==> config.mk <==
export PLATFORM = sky130hd
export DESIGN_NAME = uart_rx_axis_framer
export DESIGN_NICKNAME = d
export VERILOG_FILES = /design/src/rtl/uart_axis_pkg.sv /design/src/rtl/rx_fifo_fwft.sv /design/src/rtl/uart_rx_axis_framer.sv
export SDC_FILE = /design/constraint.sdc
export NUM_CORES = 1
export LEC_CHECK = 0
export CAP_MARGIN = 10
export CORE_MARGIN = 3
export CORE_UTILIZATION = 60
export CTS_CLUSTER_SIZE = 30
export DETAILED_ROUTE_END_ITERATION = 6
export GPL_TIMING_DRIVEN = 0
export PLACE_DENSITY = 0.78
export SLEW_MARGIN = 40
export SYNTH_ARGS = -nofsm -noshare
export SYNTH_HDL_FRONTEND = slang
export SYNTH_HIERARCHICAL = 1
export SYNTH_SLANG_ARGS = --single-unit
==> constraint.sdc <==
create_clock -name clk -period 5.6 [get_ports clk]
set_clock_uncertainty 0.2 [all_clocks]
set_input_delay 1.68 -clock clk [delete_from_list [all_inputs] [get_ports clk]]
set_output_delay 1.68 -clock clk [all_outputs]
set_load 0.01 [all_outputs]
==> src/rtl/uart_axis_pkg.sv <==
// Shared types and constants for the UART receive AXI-Stream framer.
// Optional packet-length cap in the top level is enabled with `define UART_AXIS_MAXPKT_EN.
package uart_axis_pkg;

  localparam int STATE_W = 2;

  typedef enum logic [STATE_W-1:0] {
    EMPTY = 2'd0,
    HOLD  = 2'd1,
    FLUSH = 2'd2
  } state_e;

  localparam int OVF_W = 8;

  // A packet closes after two idle character times (start + 8 data + parity + stop).
  localparam int CHAR_BITS     = 11;
  localparam int CHARS_PER_GAP = 2;

  function automatic int idle_cycles_for(input int clk_freq, input int baud);
    return CHARS_PER_GAP * CHAR_BITS * (clk_freq / baud);
  endfunction

  localparam int DEFAULT_CLK_FREQ    = 50_000_000;
  localparam int DEFAULT_BAUD        = 115_200;
  localparam int DEFAULT_IDLE_CYCLES = idle_cycles_for(DEFAULT_CLK_FREQ, DEFAULT_BAUD);

endpackage

==> src/rtl/rx_fifo_fwft.sv <==
// First-word-fall-through synchronous FIFO; head entry is visible whenever not empty.
// Push while full is accepted only together with a pop, leaving the level unchanged.
module rx_fifo_fwft #(
  parameter int WIDTH = 9,
  parameter int DEPTH = 16
) (
  input  logic                     clk,
  input  logic                     rst_n,
  input  logic                     push_i,
  input  logic [WIDTH-1:0]         push_data_i,
  input  logic                     pop_i,
  output logic [WIDTH-1:0]         head_o,
  output logic                     empty_o,
  output logic                     full_o,
  output logic [$clog2(DEPTH):0]   level_o
);

  localparam int AW = $clog2(DEPTH);

  logic [WIDTH-1:0] mem_q [DEPTH];
  logic [AW-1:0]    wr_ptr_q, rd_ptr_q;
  logic [AW:0]      count_q;
  logic             do_push, do_pop;

  assign empty_o = (count_q == '0);
  assign full_o  = (count_q == (AW+1)'(DEPTH));
  assign level_o = count_q;
  assign do_pop  = pop_i && !empty_o;
  assign do_push = push_i && (!full_o || do_pop);

  // Gated so the stream data reads zero rather than stale storage when empty.
  assign head_o = empty_o ? '0 : mem_q[rd_ptr_q];

  always_ff @(posedge clk) begin
    if (do_push) begin
      mem_q[wr_ptr_q] <= push_data_i;
    end
  end

  always_ff @(posedge clk or negedge rst_n) begin
    if (!rst_n) begin
      wr_ptr_q <= '0;
      rd_ptr_q <= '0;
      count_q  <= '0;
    end else begin
      if (do_push) wr_ptr_q <= wr_ptr_q + AW'(1);
      if (do_pop)  rd_ptr_q <= rd_ptr_q + AW'(1);
      case ({do_push, do_pop})
        2'b10:   count_q <= count_q + (AW+1)'(1);
        2'b01:   count_q <= count_q - (AW+1)'(1);
        default: count_q <= count_q;
      endcase
    end
  end

endmodule

==> src/rtl/uart_rx_axis_framer.sv <==
// Buffers UART receiver bytes and re-emits them as AXI-Stream, deriving tlast from line idle.
// `define UART_AXIS_MAXPKT_EN additionally closes a packet after MAX_PKT bytes.
module uart_rx_axis_framer
  import uart_axis_pkg::*;
#(
  parameter int WIDTH       = 8,
  parameter int DEPTH       = 16,
  parameter int IDLE_CYCLES = DEFAULT_IDLE_CYCLES,
  parameter int MAX_PKT     = 64
) (
  input  logic                     clk,
  input  logic                     rst_n,
  input  logic [WIDTH-1:0]         rx_data,
  input  logic                     rx_valid,
  output logic [WIDTH-1:0]         m_axis_data,
  output logic                     m_axis_valid,
  input  logic                     m_axis_ready,
  output logic                     m_axis_last,
  output logic [$clog2(DEPTH):0]   fifo_level,
  output logic [OVF_W-1:0]         overflow_cnt,
  input  logic                     clr_stats
);

  localparam int              TW          = $clog2(IDLE_CYCLES + 1);
  localparam logic [TW-1:0]   TIMEOUT_VAL = TW'(IDLE_CYCLES - 1);

  if (DEPTH < 2 || (DEPTH & (DEPTH - 1)) != 0 || MAX_PKT < 1 || IDLE_CYCLES < 1) begin : g_bad_param
    $error("uart_rx_axis_framer: illegal parameter combination");
  end

  state_e            state_q, state_d;
  logic [WIDTH-1:0]  stage_q, stage_d;
  logic [TW-1:0]     timer_q, timer_d;
  logic [OVF_W-1:0]  ovf_q, ovf_d;
  logic              push, push_last, drop, load;
  logic              fifo_full, fifo_empty;
  logic [WIDTH:0]    fifo_head;

`ifdef UART_AXIS_MAXPKT_EN
  localparam int PW = $clog2(MAX_PKT + 1);
  logic [PW-1:0]     pkt_q, pkt_d;
`endif

  always_comb begin
    state_d   = state_q;
    stage_d   = stage_q;
    timer_d   = timer_q;
    push      = 1'b0;
    push_last = 1'b0;
    drop      = 1'b0;
    load      = 1'b0;
`ifdef UART_AXIS_MAXPKT_EN
    pkt_d     = pkt_q;
`endif

    case (state_q)
      EMPTY: begin
        if (rx_valid) begin
          load    = 1'b1;
          state_d = HOLD;
        end
      end
      HOLD: begin
        // A new byte beats a same-cycle timeout: the staged byte was not the last one.
        if (rx_valid) begin
          timer_d = '0;
          if (!fifo_full) begin
            push = 1'b1;
            load = 1'b1;
          end else begin
            drop = 1'b1;
          end
        end else if (timer_q == TIMEOUT_VAL) begin
          if (!fifo_full) begin
            push      = 1'b1;
            push_last = 1'b1;
            state_d   = EMPTY;
          end else begin
            state_d   = FLUSH;
          end
        end else begin
          timer_d = timer_q + TW'(1);
        end
      end
      FLUSH: begin
        if (!fifo_full) begin
          push      = 1'b1;
          push_last = 1'b1;
          if (rx_valid) begin
            load    = 1'b1;
            state_d = HOLD;
          end else begin
            state_d = EMPTY;
          end
        end else if (rx_valid) begin
          drop = 1'b1;
        end
      end
      default: state_d = EMPTY;
    endcase

    if (load) begin
      stage_d = rx_data;
      timer_d = '0;
    end

`ifdef UART_AXIS_MAXPKT_EN
    // The byte that fills the packet is parked in FLUSH so it leaves as last without waiting.
    if (push && push_last) pkt_d = '0;
    if (load) begin
      pkt_d = pkt_d + PW'(1);
      if (pkt_d == PW'(MAX_PKT)) state_d = FLUSH;
    end
`endif

    if (clr_stats) begin
      ovf_d = '0;
    end else if (drop && ovf_q != '1) begin
      ovf_d = ovf_q + OVF_W'(1);
    end else begin
      ovf_d = ovf_q;
    end
  end

  always_ff @(posedge clk or negedge rst_n) begin
    if (!rst_n) begin
      state_q <= EMPTY;
      stage_q <= '0;
      timer_q <= '0;
      ovf_q   <= '0;
    end else begin
      state_q <= state_d;
      stage_q <= stage_d;
      timer_q <= timer_d;
      ovf_q   <= ovf_d;
    end
  end

`ifdef UART_AXIS_MAXPKT_EN
  always_ff @(posedge clk or negedge rst_n) begin
    if (!rst_n) pkt_q <= '0;
    else        pkt_q <= pkt_d;
  end
`endif

  rx_fifo_fwft #(
    .WIDTH (WIDTH + 1),
    .DEPTH (DEPTH)
  ) u_fifo (
    .clk         (clk),
    .rst_n       (rst_n),
    .push_i      (push),
    .push_data_i ({push_last, stage_q}),
    .pop_i       (m_axis_ready),
    .head_o      (fifo_head),
    .empty_o     (fifo_empty),
    .full_o      (fifo_full),
    .level_o     (fifo_level)
  );

  assign m_axis_valid = !fifo_empty;
  assign m_axis_last  = fifo_head[WIDTH];
  assign m_axis_data  = fifo_head[WIDTH-1:0];
  assign overflow_cnt = ovf_q;

endmodule

==> results of run 1 <==
==> per-layer routing <==
metal  global-route usage, %  part of all wire, %  vias to the layer above  routed length (um)
met5                       0                    0                        -                   0
met4                    8.44                  1.8                        0                 306
met3                    5.44                  5.1                       17                 866
met2                    39.4                   51                      132                8680
met1                    31.7                   42                     2428                7040
li1                        -                    -                     2151                   -
==> cells by family after synthesis <==
logic type,after synthesis
flip-flops,189
AND/OR/NAND/NOR,106
AO/OA/AOI/OAI,80
multiplexers,70
buffers and inverters,41
adder cells (fa/ha/maj),15
XOR/XNOR,12
==> power groups by stage <==
| stage | Combinational, mW | Sequential, mW | Clock, mW |
|---|---|---|---|
| final | 1.41 | 1.97 | 1.27 |
| after global routing | 1.53 | 2.00 | 1.34 |
| after CTS | 1.43 | 1.98 | 1.29 |
| after detailed placement | 1.41 | 2.00 | 0 |
| after global placement | 1.35 | 1.98 | 0 |
| after floorplan | 0.941 | 1.91 | 0 |
==> critical path: stages (launching register included) <==
cell	delay (ps)
sky130_fd_sc_hd__dfrtp_1	370
sky130_fd_sc_hd__buf_2	330
sky130_fd_sc_hd__buf_2	360
sky130_fd_sc_hd__mux4_2	370
sky130_fd_sc_hd__mux2i_1	220
sky130_fd_sc_hd__a21oi_1	140
sky130_fd_sc_hd__clkdlybuf4s50_1	510
==> sequential cells by signal (all words and copies together), names as in the netlist <==
register	count
u_fifo/mem_q	144
timer_q	14
overflow_cnt	8
stage_q	8
u_fifo/level_o	5
u_fifo/rd_ptr_q	4
u_fifo/wr_ptr_q	4
state_q	2
==> worst max-delay path by stage <==
stage                              startpoint                             to  slack [ps]  cells after the start
3_3_place_gp                         rx_valid   u_fifo/mem_q[3][5]$_DFFE_PP_        -770                      6
4_1_cts        u_fifo/rd_ptr_q[1]$_DFFE_PN0N_                 m_axis_data[6]         960                      6
2_1_floorplan                        rx_valid   u_fifo/mem_q[0][0]$_DFFE_PP_         820                      5
5_1_grt        u_fifo/rd_ptr_q[3]$_DFFE_PN0N_                 m_axis_data[0]         860                      7
3_5_place_dp                         rx_valid  u_fifo/level_o[4]$_DFFE_PN0P_         750                     13
6_report       u_fifo/rd_ptr_q[1]$_DFFE_PN0N_                 m_axis_data[6]         990                      6
==> through the flow <==
| step | utilization [%] | setup slack [ps] |
|---|---|---|
| 3_5_place_dp | 66.9 | 749 |
| 4_1_cts | 71.6 | 955 |
| 6_report | 71.6 | 988 |
| 5_1_grt | 71.6 | 860 |
| 2_1_floorplan | - | 825 |
| 3_3_place_gp | 66.0 | -766 |
==> synthesized netlist by cell type (all sizes together) (5+ instances only) <==
| library cell | n |
|---|---|
| mux2 | 20 |
| o21ai | 26 |
| nand2 | 13 |
| xnor2 | 9 |
| edfxtp | 144 |
| o31ai | 7 |
| inv | 18 |
| a31oi | 5 |
| nor4 | 9 |
| a21oi | 16 |
| nor2 | 19 |
| dfrtp | 45 |
| clkbuf | 9 |
| mux2i | 14 |
| nand2b | 7 |
| and2 | 11 |
| o211ai | 6 |
| nand3 | 16 |
| ha | 14 |
| nand4 | 6 |
| mux4 | 36 |
| buf | 14 |
==> layout make-up <==
| cell class | instances | area, um^2 |
|---|---|---|
| Tap cell | 176 | 220 |
| Inverter | 18 | 67.6 |
| Clock buffer | 20 | 447 |
| Fill cell | 860 | 3790 |
| Timing Repair Buffer | 45 | 415 |
| Buffer | 23 | 108 |
| Clock inverter | 12 | 185 |
| Multi-Input combinational cell | 283 | 2670 |
| Sequential cell | 189 | 5450 |
==> layout by cell type (no fill, tap or decap), types with 5 or more instances in the layout <==
cell                              count
sky130_fd_sc_hd__mux2_2              17
sky130_fd_sc_hd__a31oi_1              5
sky130_fd_sc_hd__o21ai_1             10
sky130_fd_sc_hd__ha_1                14
sky130_fd_sc_hd__mux4_2              36
sky130_fd_sc_hd__nand2b_1             7
sky130_fd_sc_hd__o31ai_1              7
sky130_fd_sc_hd__edfxtp_1           144
sky130_fd_sc_hd__and2_1              11
sky130_fd_sc_hd__clkbuf_16           17
sky130_fd_sc_hd__dfrtp_1             45
sky130_fd_sc_hd__nor2_1              15
sky130_fd_sc_hd__mux2i_1             14
sky130_fd_sc_hd__clkbuf_1            11
sky130_fd_sc_hd__clkdlybuf4s50_1     33
sky130_fd_sc_hd__inv_1               16
sky130_fd_sc_hd__nand4_1              6
sky130_fd_sc_hd__nand3_1             16
sky130_fd_sc_hd__xnor2_1              9
sky130_fd_sc_hd__o211ai_1             5
sky130_fd_sc_hd__nand2_1             13
sky130_fd_sc_hd__o21ai_0             14
sky130_fd_sc_hd__a21oi_1             16
sky130_fd_sc_hd__buf_2               19
==> impl_metrics.env, run 1 <==
export IMPL_status="complete, but fails checks"
export IMPL_violations_in_the_final_reports="design-rule violations"
export IMPL_grt_start_max_net_pins=31
export IMPL_ys_async_sr_fraction_pct=23.8
export IMPL_min_period_over_period_pct=82.4
export IMPL_synth_enable_flop_cells=144
export IMPL_ys_seq_area_share_pct=66.1
export IMPL_die_h_um=123
export IMPL_first_global_vias=4850
export IMPL_share_of_cells_above_drive_strength_1_pct=22.2
export IMPL_data_arrival_at_the_endpoint_of_the_critical_path_ps=2730
export IMPL_insertedDiodeCount=0
export IMPL_timing_fmax_mhz=217
export IMPL_power_switching_mw=1.46
export IMPL_worst_setup_hold_path_clk_slew_ps=70
export IMPL_r2r_start="timer_q[0]$_DFFE_PN0P_"
export IMPL_synthesis_to_layout_area_growth_pct=15.9
export IMPL_postRouteWirelength_um=16900
export IMPL_setup_worst_path_end_class="primary output"
export IMPL_cts_buffers=17
export IMPL_number_of_port_buffers=34
export IMPL_yosysTopAreaCell="sky130_fd_sc_hd__edfxtp_1"
export IMPL_number_of_vias_in_the_routed_layout=4728
export IMPL_core_area_mm2=0.0133
export IMPL_hold_violations=0
export IMPL_avgSynthCellArea_um2=16.1
export IMPL_hold_path_cell_count=1
export IMPL_worstPathMaxFanout=10
export IMPL_cap_violations=0
export IMPL_cts_root_buf="sky130_fd_sc_hd__clkbuf_16"
export IMPL_r2r_setup_slack_ps=1920
export IMPL_final_max_slew_violation_count=0
export IMPL_tightest_hold_check_type="reg2reg"
export IMPL_totalPowerFinal_mw=4.66
export IMPL_cts_repair_timing_setup_buffer_count=0
export IMPL_p_int_mw=3.20
export IMPL_grt_setup_unrepaired="no"
export IMPL_drt_drc_violations_left=7
export IMPL_yosysTopAreaCellShare_pct=52.4
export IMPL_grt_antenna_before_repair=0
export IMPL_share_seq_of_total_power_pct=42.3
export IMPL_grt_overflow_total=0
export IMPL_setup_worst_path_start_class="register"
export IMPL_row_count=42
export IMPL_gp_congestion=0.897
export IMPL_number_of_gates_given_a_new_drive_strength_after_cts=0
export IMPL_ir_worst_vdd_uv=254
export IMPL_numPlacedInstances=734
export IMPL_design_die_area_mm2=0.0152
export IMPL_synth_top_cells_by_area="sky130_fd_sc_hd__edfxtp_1 (52%), sky130_fd_sc_hd__dfrtp_1 (14%), sky130_fd_sc_hd__mux4_2 (9.8%)"
export IMPL_hold_worst_path_end="timer_q[6]$_DFFE_PN0P_"
export IMPL_final_setup_viol_count=0
export IMPL_initialDrtViolationCount=371
export IMPL_place_hpwl_um=11400
export IMPL_sum_of_negative_setup_slack_ps=0
export IMPL_power_clock_fraction_pct=27.4
export IMPL_synth_area_mm2=0.00825
export IMPL_cts_hold_buf=0
export IMPL_switching_power_share_of_the_total_pct=31.2
export IMPL_yosysWarnings=6
export IMPL_synth_xor_area_share_pct=1.27
export IMPL_viasPerCell=6.17
export IMPL_power_combinational_fraction_pct=30.3
export IMPL_muxShareOfSynthArea_pct=14.3
export IMPL_clock_tree_buffer_depth=2
export IMPL_synth_cells=513
export IMPL_synth_simple_gate_area_share_pct=7.42
export IMPL_clock_latency_late_sink_ps=430
export IMPL_ys_flop_type="sky130_fd_sc_hd__edfxtp_1"
export IMPL_synth_top_family_by_area="multiplexers"
export IMPL_critPathRequiredTime_ps=3720
export IMPL_leakage_nw=3.39
export IMPL_power_density_cell_area_mw_per_mm2=487
export IMPL_wire_length_of_the_first_global_routing_pass_um=26400
export IMPL_timing_reg2reg_worst_path_depth=13
export IMPL_whs_ps=350
export IMPL_slew_at_the_pin_closest_to_its_max_slew_limit_ps=725
export IMPL_die_w_um=123
export IMPL_cts_htree_levels=4
export IMPL_grt_usage_pct=23.9
export IMPL_initial_core_util_pct=61.8
export IMPL_layoutNonFillerInstCount=766
export IMPL_design_area_mm2=0.00956
export IMPL_nets=605
export IMPL_cts_sinks=189
export IMPL_nets_in_the_synthesized_netlist=541
export IMPL_yosys_cell_types_count=62
export IMPL_worst_hold_startpoint="timer_q[6]$_DFFE_PN0P_"
export IMPL_ys_seq_elements=189
export IMPL_wire_per_inst_um=22.0
export IMPL_criticalPathCategory="reg2out"
export IMPL_drtPass1Iterations=7
export IMPL_timing_rr_end="u_fifo/level_o[4]$_DFFE_PN0P_"
export IMPL_cts_tree="built"
export IMPL_place_area_mm2=0.00893
export IMPL_post_synth_fa_ha_maj_area_fraction_pct=2.37
export IMPL_timing_max_slew_rel_slack_pct=51.7
export IMPL_io_pin_count=36
export IMPL_synth_compound_area_share_pct=6.46
export IMPL_postRouteAntennaNets=0
export IMPL_shortest_period_the_worst_path_allows_ps=4610
No activity file was read; power rests on OpenSTA's default activity.
==> inputs of run 2 (changes only) <==
==> constraint.sdc (replaced) <==
create_clock -name clk -period 4.85 [get_ports clk]
set_clock_uncertainty 0.2 [all_clocks]
set_input_delay 1.455 -clock clk [delete_from_list [all_inputs] [get_ports clk]]
set_output_delay 1.455 -clock clk [all_outputs]
set_load 0.01 [all_outputs]
==> results of run 2 <==
The final DEF is identical to that of run 1. Status: complete, but fails checks: design-rule violations.
Main changes from that run: setup slack after placement 749 ps -> 224 ps; setup slack after layout 988 ps -> 463 ps; register-to-register setup slack 1920 ps -> 1170 ps; total power 4.66 mW -> 5.38 mW; worst IR drop on VDD 254 uV -> 293 uV
==> inputs of run 3 (changes only) <==
--- a/config.mk
+++ b/config.mk
@@ -8,6 +8,7 @@
 export CAP_MARGIN = 10
 export CORE_MARGIN = 3
 export CORE_UTILIZATION = 60
+export CTS_BUF_LIST = sky130_fd_sc_hd__clkbuf_4 sky130_fd_sc_hd__clkbuf_8
 export CTS_CLUSTER_SIZE = 30
 export DETAILED_ROUTE_END_ITERATION = 6
 export GPL_TIMING_DRIVEN = 0
==> impl_metrics.env, run 3 (same netlist as run 1, synthesis figures left out) <==
export IMPL_number_of_vias_in_the_routed_layout=4731
export IMPL_layout_filler_cells=883
export IMPL_tightest_hold_check_type="reg2reg"
export IMPL_number_of_port_buffers=34
export IMPL_gp_congestion=0.897
export IMPL_regArea_mm2=0.00545
export IMPL_cts_repair_timing_setup_buffer_count=0
export IMPL_timing_fmax_mhz=226
export IMPL_crit_path_start="u_fifo/rd_ptr_q[1]$_DFFE_PN0N_"
export IMPL_wire_per_inst_um=21.5
export IMPL_r2r_start="timer_q[0]$_DFFE_PN0P_"
export IMPL_grt_setup_unrepaired="no"
export IMPL_top_signal_layer_used="met4"
export IMPL_worstPathCellList="buf_2 -> mux4_2 -> mux2_2 -> o21ai_1 -> a21oi_1 -> clkdlybuf4s50_1"
export IMPL_timing_reg2reg_worst_path_depth=13
export IMPL_largest_reg_flops=144
export IMPL_viasPerCell=6.18
export IMPL_multiInputGateArea_mm2=0.00267
export IMPL_postRouteWirelength_um=16400
export IMPL_shortest_period_the_worst_path_allows_ps=4420
export IMPL_wire_length_of_the_first_global_routing_pass_um=25900
export IMPL_nets=605
export IMPL_initialDrtViolationCount=346
export IMPL_cap_violations=0
export IMPL_drt_drc_violations_left=0
export IMPL_row_count=42
export IMPL_cts_tree="built"
export IMPL_numPlacedInstances=734
export IMPL_postRouteAntennaNets=0
export IMPL_synthesis_to_layout_area_growth_pct=13.7
export IMPL_clock_latency_late_sink_ps=460
export IMPL_status="completed"
export IMPL_share_of_cells_above_drive_strength_1_pct=22.5
export IMPL_timing_critical_path_max_delay_family="buffers and inverters"
export IMPL_dr_wl_met3_um=784
export IMPL_core_area_mm2=0.0133
export IMPL_cts_buffers=17
export IMPL_r2r_setup_slack_ps=1180
export IMPL_ir_worst_vdd_uv=248
export IMPL_layoutNonFillerInstCount=766
export IMPL_insertedDiodeCount=0
export IMPL_timing_rr_end="u_fifo/level_o[4]$_DFFE_PN0P_"
export IMPL_min_period_over_period_pct=91.2
export IMPL_grt_usage_pct=23.4
export IMPL_final_setup_viol_count=0
export IMPL_cts_root_buf="sky130_fd_sc_hd__clkbuf_8"
export IMPL_slew_at_the_pin_closest_to_its_max_slew_limit_ps=731
export IMPL_layout_common_cells="sky130_fd_sc_hd__edfxtp_1 (144), sky130_fd_sc_hd__dfrtp_1 (45), sky130_fd_sc_hd__mux4_2 (36)"
export IMPL_cts_sinks=189
export IMPL_cp_slowest_cell="sky130_fd_sc_hd__mux4_2"
export IMPL_first_global_vias=4816
export IMPL_drtPass1Iterations=4
export IMPL_power_density_cell_area_mw_per_mm2=536
export IMPL_reg_top3="u_fifo/mem_q (144), timer_q (14)"
export IMPL_grt_overflow_total=0
export IMPL_worst_setup_hold_path_clk_slew_ps=90
export IMPL_wirelength_met1_um=7040
export IMPL_io_pin_count=36
export IMPL_clock_tree_buffer_depth=2
export IMPL_initial_core_util_pct=61.8
export IMPL_cts_htree_levels=4
export IMPL_setup_worst_path_start_class="register"
export IMPL_crit_path_max_incr_delay_ps=540
export IMPL_hold_worst_path_end="timer_q[6]$_DFFE_PN0P_"
export IMPL_die_h_um=123
export IMPL_design_die_area_mm2=0.0152
export IMPL_critPathRequiredTime_ps=3190
export IMPL_whs_ps=354
export IMPL_final_max_slew_violation_count=0
export IMPL_number_of_gates_given_a_new_drive_strength_after_cts=0
export IMPL_grt_antenna_before_repair=0
export IMPL_leakage_nw=3.30
export IMPL_timing_max_slew_rel_slack_pct=51.3
export IMPL_worstPathMaxFanout=10
export IMPL_most_common_cell_after_layout_fill_and_taps_aside="sky130_fd_sc_hd__edfxtp_1"
export IMPL_cts_hold_buf=0
export IMPL_place_hpwl_um=11400
export IMPL_criticalPathCategory="reg2out"
export IMPL_met2_wirelength_um=8220
export IMPL_worst_hold_startpoint="timer_q[6]$_DFFE_PN0P_"
export IMPL_hold_violations=0
export IMPL_hold_path_cell_count=1
export IMPL_setup_worst_path_end_class="primary output"
export IMPL_crit_buf_inv=2
export IMPL_top_register="u_fifo/mem_q"
export IMPL_grt_start_max_net_pins=31
export IMPL_data_arrival_at_the_endpoint_of_the_critical_path_ps=2770
export IMPL_die_w_um=123
[run 3: cell count changes in the layout (fill, tap and decap cells not counted)]
cell                        before  now
sky130_fd_sc_hd__clkbuf_1       11    9
sky130_fd_sc_hd__clkbuf_16      17    0
sky130_fd_sc_hd__clkbuf_4        0    2
sky130_fd_sc_hd__clkbuf_8        1   18
[run 3: area by class of cell]
| cell class | instances | area share (%) |
|---|---|---|
| well taps | 176 | 2.35 |
| flip-flops and latches | 189 | 58.1 |
| multi-input cells | 283 | 28.4 |
| clock inverters | 12 | 1.97 |
| clock buffers | 20 | 2.80 |
| inverters | 18 | 0.721 |
| plain buffers | 23 | 1.15 |
| repair buffers | 45 | 4.43 |
[run 3: worst max path at each step]
stage                                                to  slack, ps  cells past startpoint
after floorplan            u_fifo/mem_q[0][0]$_DFFE_PP_        300                      5
after global placement     u_fifo/mem_q[3][5]$_DFFE_PP_      -1290                      6
after detailed placement  u_fifo/level_o[4]$_DFFE_PN0P_        220                     13
after CTS                                m_axis_data[6]        380                      6
after global routing                     m_axis_data[0]        270                      7
final                                    m_axis_data[0]        430                      6
[run 3: per-layer routing]
layer / GRT usage [%] / vias to the layer above
met4: 9.13 / 0
met3: 5.81 / 29
met1: 31.2 / 2418
met5: 0 / -
met2: 37.5 / 130
li1: - / 2154
[run 3: power by group]
part	switching [mW]	leakage, nW	total (mW)	internal [mW]
Sequential	0.264	1.88	2.28	2.01
Combinational	0.820	1.21	1.62	0.804
Clock	0.537	0.218	1.13	0.592
Total	1.62	3.30	5.03	3.41
[run 3: per-stage QoR]
step / area, um^2 / setup slack [ps] / utilization, % / TNS (ps) / total power, mW
after CTS: 9380 / 384 / 70.2 / 0 / 5.07
after detailed placement: 8930 / 224 / 66.9 / 0 / 3.94
after global routing: 9380 / 266 / 70.2 / 0 / 5.27
after global placement: 8810 / -1290 / 66.0 / -102980 / 3.85
after floorplan: 8250 / 300 / - / 0 / 3.29
final: 9380 / 427 / 70.2 / 0 / 5.03
